[src/rtl/mismatch_gate_pipe_pkg.sv]
// Shared definitions for the pipelined mismatch gate: counter limits,
// a population-count helper and the single-lane gate function.
package mismatch_gate_pkg;

   localparam int          CNT_W_DEFAULT = 16;
   localparam logic [31:0] CNT_MAX       = 32'((64'd1 << CNT_W_DEFAULT) - 64'd1);

   // Largest value a saturating counter of the given width can hold
   function automatic logic [31:0] cnt_max(input int width);
      return 32'((64'd1 << width) - 64'd1);
   endfunction

   // Number of set bits; narrower vectors are zero-extended by the caller
   function automatic logic [6:0] popcount(input logic [63:0] v);
      logic [6:0] n;
      n = '0;
      for (int i = 0; i < 64; i++) begin
         n = n + 7'(v[i]);
      end
      return n;
   endfunction

   // One lane of the mismatch gate
   function automatic logic mg_f(input logic a, input logic b,
                                 input logic c, input logic d);
      return (a ^ b) & (c | (a ^ d));
   endfunction

endpackage

[src/rtl/mismatch_gate_pipe_stage.sv]
// One pipeline register slice with a valid bit and an advance enable.
// Data only reloads when a real beat arrives, so bubbles leave the last
// payload in place and the register does not toggle needlessly.
module mg_pipe_stage #(
   parameter int W = 8
) (
   input  logic         clk,
   input  logic         rst_n,
   input  logic         adv,
   input  logic         in_valid,
   input  logic [W-1:0] in_data,
   output logic         out_valid,
   output logic [W-1:0] out_data
);

   logic         valid_d, valid_q;
   logic [W-1:0] data_d,  data_q;

   // Next state: take upstream valid on advance, hold everything when stalled
   always_comb begin
      valid_d = valid_q;
      data_d  = data_q;
      if (adv) begin
         valid_d = in_valid;
         if (in_valid) begin
            data_d = in_data;
         end
      end
   end

   // Stage register with synchronous active-low reset
   always_ff @(posedge clk) begin
      if (!rst_n) begin
         valid_q <= 1'b0;
         data_q  <= '0;
      end else begin
         valid_q <= valid_d;
         data_q  <= data_d;
      end
   end

   assign out_valid = valid_q;
   assign out_data  = data_q;

endmodule

[src/rtl/mismatch_gate_pipe.sv]
// Two-stage pipelined mismatch gate y = (a^b) & (c | (a^d)) per lane with
// valid/ready flow control.
// Optional feature macro TOGGLE_CNT_EN: builds a saturating counter of
// output bit toggles across accepted output beats, cleared by cnt_clr.
// Without the macro toggle_cnt is tied to zero and cnt_clr is ignored.
module mismatch_gate_pipe
   import mismatch_gate_pkg::*;
#(
   parameter int LANES = 8,
   parameter int CNT_W = 16
) (
   input  logic             clk,
   input  logic             rst_n,
   input  logic             in_valid,
   output logic             in_ready,
   input  logic [LANES-1:0] a,
   input  logic [LANES-1:0] b,
   input  logic [LANES-1:0] c,
   input  logic [LANES-1:0] d,
   output logic             out_valid,
   input  logic             out_ready,
   output logic [LANES-1:0] y,
   output logic             any_hit,
   input  logic             cnt_clr,
   output logic [CNT_W-1:0] toggle_cnt
);

   logic               s1_valid, s2_valid;
   logic               s1_adv,   s2_adv;
   logic [4*LANES-1:0] s1_data;
   logic [LANES-1:0]   s1_a, s1_b, s1_c, s1_d;
   logic [LANES-1:0]   f;
   logic [LANES:0]     s2_data;

   assign s2_adv   = !s2_valid | out_ready;
   assign s1_adv   = !s1_valid | s2_adv;
   assign in_ready = s1_adv;

   mg_pipe_stage #(.W(4*LANES)) u_s1 (
      .clk       (clk),
      .rst_n     (rst_n),
      .adv       (s1_adv),
      .in_valid  (in_valid),
      .in_data   ({a, b, c, d}),
      .out_valid (s1_valid),
      .out_data  (s1_data)
   );

   assign {s1_a, s1_b, s1_c, s1_d} = s1_data;

   // Evaluate the gate lane by lane between the two register stages
   always_comb begin
      f = '0;
      for (int i = 0; i < LANES; i++) begin
         f[i] = mg_f(s1_a[i], s1_b[i], s1_c[i], s1_d[i]);
      end
   end

   mg_pipe_stage #(.W(LANES+1)) u_s2 (
      .clk       (clk),
      .rst_n     (rst_n),
      .adv       (s2_adv),
      .in_valid  (s1_valid),
      .in_data   ({|f, f}),
      .out_valid (s2_valid),
      .out_data  (s2_data)
   );

   assign y         = s2_data[LANES-1:0];
   assign any_hit   = s2_data[LANES];
   assign out_valid = s2_valid;

`ifdef TOGGLE_CNT_EN
   localparam logic [CNT_W-1:0] CNT_SAT = CNT_W'(cnt_max(CNT_W));

   logic             out_hs;
   logic [6:0]       toggles;
   logic [CNT_W:0]   cnt_sum;
   logic [LANES-1:0] y_prev_d, y_prev_q;
   logic [CNT_W-1:0] cnt_d,    cnt_q;

   assign out_hs  = out_valid & out_ready;
   assign toggles = popcount(64'(y ^ y_prev_q));
   assign cnt_sum = {1'b0, cnt_q} + (CNT_W+1)'(toggles);

   // Accumulate toggles per output beat, saturating; a clear always wins
   always_comb begin
      y_prev_d = y_prev_q;
      cnt_d    = cnt_q;
      if (out_hs) begin
         y_prev_d = y;
         cnt_d    = cnt_sum[CNT_W] ? CNT_SAT : cnt_sum[CNT_W-1:0];
      end
      if (cnt_clr) begin
         cnt_d = '0;
      end
   end

   // Counter and previous-beat registers
   always_ff @(posedge clk) begin
      if (!rst_n) begin
         y_prev_q <= '0;
         cnt_q    <= '0;
      end else begin
         y_prev_q <= y_prev_d;
         cnt_q    <= cnt_d;
      end
   end

   assign toggle_cnt = cnt_q;
`else
   logic unused_cnt_clr;

   assign unused_cnt_clr = cnt_clr;
   assign toggle_cnt     = '0;
`endif

endmodule
[config.mk]
export PLATFORM = sky130hd
export DESIGN_NAME = mismatch_gate_pipe
export DESIGN_NICKNAME = d
export VERILOG_FILES = /design/src/rtl/mismatch_gate_pipe_pkg.sv /design/src/rtl/mismatch_gate_pipe_stage.sv /design/src/rtl/mismatch_gate_pipe.sv
export SDC_FILE = /design/constraint.sdc
export NUM_CORES = 1
export LEC_CHECK = 0
export CORE_AREA = 2 2 67 69
export CTS_CLUSTER_DIAMETER = 150
export DETAILED_ROUTE_END_ITERATION = 16
export DIE_AREA = 0 0 69 71
export HOLD_SLACK_MARGIN = 0.1
export PLACE_DENSITY = 0.9
export SLEW_MARGIN = 20
export SYNTH_ARGS = -nofsm -noshare
export SYNTH_HDL_FRONTEND = slang
export SYNTH_SLANG_ARGS = --single-unit
[constraint.sdc]
create_clock -name clk -period 2.6 [get_ports clk]
set_input_delay 0.65 -clock clk [delete_from_list [all_inputs] [get_ports clk]]
set_output_delay 0.65 -clock clk [all_outputs]
set_load 0.005 [all_outputs]
==> results of run 1 <==
## cell type report
cell class	count	area [µm²]
clock buffers	6	82.6
clock inverters	1	5.00
fillers	392	1730
inverters	1	3.75
multi-input cells	165	968
flip-flops and latches	43	861
well taps	52	65.1
repair buffers	50	490
## layer usage
layer	vias to the layer above	GRT usage [%]	share of wire [%]	wire length [µm]
met4	0	6.97	1.8	63
met1	670	15.3	41	1430
met5	-	0	0	0
met3	7	5.41	5.3	189
li1	770	-	-	-
met2	37	29.2	52	1850
## kinds of logic after synthesis
group                  after synthesis  share of synthesized area, %
XOR/XNOR                            14                          6.22
flip-flops                          43                          43.7
other                                1                         0.190
AO/OA/AOI/OAI                       47                          17.7
buffers and inverters               28                          10.1
AND/OR/NAND/NOR                     81                          18.6
multiplexers                         7                          3.55
## placed cells by master, fill, tap and decap left out, types with 3 or more instances in the layout
| cell type | n |
|---|---|
| buf_4 | 4 |
| xnor2_1 | 7 |
| dfxtp_1 | 43 |
| clkbuf_8 | 6 |
| clkdlybuf4s50_1 | 46 |
| conb_1 | 16 |
| o21a_1 | 7 |
| o21ai_0 | 3 |
| a21boi_1 | 30 |
| mux2i_1 | 7 |
| nand2_1 | 64 |
| nor2b_1 | 9 |
| a21boi_0 | 3 |
| xor2_1 | 7 |
## critical path, delay by kind of cell
family	cells	cell delay, ps
AND/OR/NAND/NOR	1	150
buffers and inverters	2	1020
## flip-flops by register name, summed over array words and instances, names as in the netlist
name / count
u_s1.out_data: 32
u_s1.out_valid: 1
u_s2.out_data: 9
u_s2.out_valid: 1
## power by group
| part | total [mW] | switching, mW | internal, mW |
|---|---|---|---|
| combinational | 0.206 | 0.0859 | 0.120 |
| clock | 0.417 | 0.209 | 0.208 |
| sequential | 0.719 | 0.0245 | 0.695 |
| total | 1.34 | 0.320 | 1.02 |
## through the flow
stage          instances  power (mW)  instance area [µm²]  hold WS, ps  utilization [%]
4_1_cts              318        1.37                 2480          460             58.9
2_1_floorplan        236       0.870                 2030          432                -
3_5_place_dp         311       0.943                 2390          450             56.8
5_1_grt              318        1.41                 2480          483             58.9
6_report             318        1.34                 2480          458             58.9
3_3_place_gp         311       0.936                 2390          440             56.8
## worst max path at each step
| stage | endpoint | slack [ps] | depth (start not counted) |
|---|---|---|---|
| finish | in_ready | 140 | 3 |
| global route | in_ready | 100 | 3 |
| CTS | in_ready | 130 | 3 |
| detailed placement | in_ready | 130 | 3 |
| global placement | in_ready | 140 | 3 |
| floorplan | in_ready | 1070 | 1 |
==> flow_metrics.tcl, run 1 <==
set metrics [dict create \
    pwr_density_cell_mw_per_mm2 542 \
    hold_class "register to register" \
    cap_violations 0 \
    min_to "u_s1.out_data[12]$_SDFFE_PN0P_" \
    grt_max_degree 44 \
    holdPathStages 2 \
    dp_hpwl_um 2560 \
    antenna_left 0 \
    die_area_mm2 0.00490 \
    wl_per_cell_um 11.1 \
    fin_ws_ps 136 \
    p_leak_nw 0.990 \
    fmax_mhz 406 \
    final_hold_viol_count 0 \
    cts_tree "done" \
    synthArstFlopShare_pct 0 \
    clock_latency_ps 290 \
    r2r_slack_ps 1290 \
    yosys.area.top_type_share_pct 43.7 \
    post-route-period-util_pct 94.8 \
    cp.required_ps 1950 \
    cts_root_buf "clkbuf_8" \
    vias 1484 \
    setup_tns_ps 0 \
    crit_path_top_delay_cell "clkdlybuf4s50_1" \
    yosys.area.top_type "dfxtp_1" \
    fin_crit_ps 2460 \
    clk_path_buf_depth 2 \
    syn_area_per_cell_um2 8.92 \
    fin_worst_skew_ps 5.20 \
    slowest_delay_ps 520 \
    dp_slack_ps 127 \
    row_count 24 \
    antenna_found_initial 0 \
    postCtsResizedCells 0 \
    port_buffers 46 \
    cp_max_fo 2 \
    syn_inst 221 \
    rr_startpoint "u_s1.out_valid$_SDFFE_PN0P_" \
    ir_drop_uv 259 \
    seq_area_frac_synth_pct 43.7 \
    synth_edf_count 0 \
    htree_levels 2 \
    synth-seq-cells 43 \
    clk_pin_slew_ps 70 \
    r2r_end "u_s1.out_data[31]$_SDFFE_PN0P_" \
    yosys-top-cells-area "dfxtp_1 (44%), nand2_1 (12%), a21boi_1 (11%)" \
    path_class "primary input to primary output" \
    nets 303 \
    grt.total_usage_pct 15.5 \
    path_common_cell "clkdlybuf4s50_1" \
    crit_path_end_kind "primary output" \
    wl_um 3540 \
    finalSetupViolCount 0 \
    grt_pass1_wl_um 6000 \
    via_per_inst 4.67 \
    postCtsHoldBufs 0 \
    ys.flop_type "dfxtp_1" \
    firstDrtPassIters 4 \
    numCtsBuffers 5 \
    place_congestion 0.698 \
    die_width_um 69 \
    slew_violations 0 \
    netlist_top_cells_count "nand2_1 (64), dfxtp_1 (43), a21boi_1 (30), buf_4 (16), nor2b_1 (9)" \
    grt_setup_unrepaired "false" \
    crit_chain "clkdlybuf4s50_1, nand3b_2, clkdlybuf4s50_1" \
    status "complete, no violations" \
    grt_overflow_total 0 \
    syn-cell-area_mm2 0.00197 \
    drive_gt1_share_pct 6.02 \
    coreArea_mm2 0.00420 \
    critPathLaunch "out_ready" \
    synth.most_common_cell "nand2_1" \
    hp-start "u_s1.out_data[12]$_SDFFE_PN0P_" \
    drtIter0Drc 69 \
    yosysWarnings 0 \
    ys_types 28 \
    ios 64 \
    drc_errors 0 \
    postCtsSetupBuffers 0 \
    critPathArrivalTime_ps 1810 \
    grt_pass1_vias 1418 \
    critPathLaunchType "primary input" \
    syn2layout_area_growth_pct 25.6 \
    r2r_cells 5 \
    n_antenna_cell 0 \
    die-height_um 71 \
    start_util_pct 46.9 \
    cts_num_sinks 43 \
]
Power figures use the tool's default switching activity.
==> run 2, diff against run 1 <==
--- a/config.mk
+++ b/config.mk
@@ -5,13 +5,15 @@
 export SDC_FILE = /design/constraint.sdc
 export NUM_CORES = 1
 export LEC_CHECK = 0
-export CORE_AREA = 2 2 67 69
+export CORE_AREA = 2 2 60 76
 export CTS_CLUSTER_DIAMETER = 150
 export DETAILED_ROUTE_END_ITERATION = 16
-export DIE_AREA = 0 0 69 71
+export DIE_AREA = 0 0 62 78
 export HOLD_SLACK_MARGIN = 0.1
-export PLACE_DENSITY = 0.9
+export PLACE_DENSITY = 0.91
+export SKIP_LAST_GASP = 1
 export SLEW_MARGIN = 20
 export SYNTH_ARGS = -nofsm -noshare
 export SYNTH_HDL_FRONTEND = slang
 export SYNTH_SLANG_ARGS = --single-unit
+export TNS_END_PERCENT = 100
==> run 2 against run 1 <==
Effect of this change:
- cell count increased by 1.3%
- clock skew is 5.2 ps higher
- power fell by 3.4%
- highest routed layer unchanged
==> flow_metrics.tcl, run 2 (same netlist as run 1, synthesis figures left out) <==
set metrics [dict create \
    status "complete, no violations" \
    largest_reg_flops 32 \
    fillCellCount 370 \
    die_area_mm2 0.00484 \
    antenna_found_initial 0 \
    clk_pin_slew_ps 70 \
    htree_levels 2 \
    wl_um 3500 \
    p_clk_share_pct 28.6 \
    die_width_um 62 \
    antenna_left 0 \
    dpl-instance-area_mm2 0.00240 \
    dp_hpwl_um 2630 \
    placedCellCount 316 \
    n_antenna_cell 0 \
    finalSetupViolCount 0 \
    place_congestion 0.706 \
    grt_pass1_vias 1419 \
    postCtsHoldBufs 0 \
    final_cells 322 \
    min_to "u_s1.out_data[11]$_SDFFE_PN0P_" \
    postCtsSetupBuffers 0 \
    path_common_cell "clkdlybuf4s50_1" \
    switching_share_pct 23.3 \
    regArea_um2 861 \
    cap_violations 0 \
    drc_errors 0 \
    critPathArrivalTime_ps 1830 \
    crit_chain "clkdlybuf4s50_1, nand3b_2, clkdlybuf4s50_1" \
    port_buffers 46 \
    pwr_density_cell_mw_per_mm2 524 \
    slew_violations 0 \
    cts_root_buf "clkbuf_8" \
    die-height_um 78 \
    coreArea_mm2 0.00407 \
    combinationalPowerShare_pct 15.9 \
    postCtsResizedCells 0 \
    clock_latency_ps 280 \
    row_count 26 \
    r2r_end "u_s1.out_data[22]$_SDFFE_PN0P_" \
    ios 64 \
    setup_tns_ps 0 \
    hold_slack_ps 457 \
    path_class "primary input to primary output" \
    grt_pass1_wl_um 5890 \
    grt.total_usage_pct 15.9 \
    crit_path_end_kind "primary output" \
    grt_overflow_total 0 \
    clk_path_buf_depth 2 \
    rr_startpoint "u_s1.out_valid$_SDFFE_PN0P_" \
    vias 1505 \
    ir_drop_uv 398 \
    crit_path_top_delay_cell "clkdlybuf4s50_1" \
    drtIter0Drc 58 \
    nets 304 \
    multiInputGateArea_um2 968 \
    post-route-period-util_pct 95.2 \
    start_util_pct 48.5 \
    slowest_delay_ps 520 \
    fmax_mhz 404 \
    final_area_mm2 0.00247 \
    wl_per_cell_um 10.9 \
    cp.required_ps 1950 \
    grt_max_degree 44 \
    holdPathStages 2 \
    firstDrtPassIters 5 \
    critPathLaunchType "primary input" \
    numCtsBuffers 5 \
    pwr-share-seq_pct 55.5 \
    p_int_mw 0.995 \
    via_per_inst 4.67 \
    power_switching_mw 0.302 \
    grt_setup_unrepaired "false" \
    final_common_cell "nand2_1" \
    drive_gt1_share_pct 5.64 \
    final_hold_viol_count 0 \
    hold_class "register to register" \
    cts_num_sinks 43 \
    fin_crit_ps 2480 \
    fin_worst_skew_ps 10.4 \
    r2r_slack_ps 1300 \
    layout_common_cells "nand2_1 (64), clkdlybuf4s50_1 (46), dfxtp_1 (43)" \
    cp_max_fo 2 \
    cts_tree "done" \
    syn2layout_area_growth_pct 25.4 \
    p_leak_nw 0.985 \
    hp-start "u_s1.out_data[11]$_SDFFE_PN0P_" \
    r2r_cells 5 \
]
==> run 2: cell type report <==
class | count | share of cell area (%)
well taps | 56 | 2.83
multi-input cells | 165 | 39.2
clock buffers | 6 | 2.93
flip-flops and latches | 43 | 34.8
repair buffers | 51 | 20.1
inverters | 1 | 0.152
==> run 2: stage by stage <==
stage	total power [mW]	setup slack [ps]	utilization [%]
finish	1.30	124	60.8
global route	1.37	78.7	60.8
CTS	1.32	112	60.8
detailed placement	0.945	119	59.0
global placement	0.938	145	59.0
floorplan	0.870	1070	-
==> run 2: worst max-delay path by stage <==
stage	from	to
3_5_place_dp	out_ready	in_ready
4_1_cts	out_ready	in_ready
3_3_place_gp	out_ready	in_ready
6_report	out_ready	in_ready
2_1_floorplan	out_ready	in_ready
5_1_grt	out_ready	in_ready
==> run 2: critical path: cells and delay by family <==
kind	cells	cell delay, ps
buffers and inverters	2	1030
and+or+nand+nor	1	150
==> run 2: power by group through the flow <==
stage               Sequential (mW)  Combinational [mW]  Clock [mW]
floorplan                     0.731               0.139           0
detailed placement            0.735               0.210           0
global placement              0.733               0.205           0
finish                        0.719               0.207       0.371
global route                  0.724               0.232       0.414
CTS                           0.720               0.211       0.386
==> run 2: routing by layer <==
| layer | GRT usage (%) | up-vias | share of wire (%) |
|---|---|---|---|
| met5 | 0 | - | 0 |
| met2 | 28.1 | 44 | 54 |
| li1 | - | 773 | - |
| met1 | 17.8 | 686 | 41 |
| met4 | 5.11 | 0 | 0.60 |
| met3 | 3.67 | 2 | 5.0 |
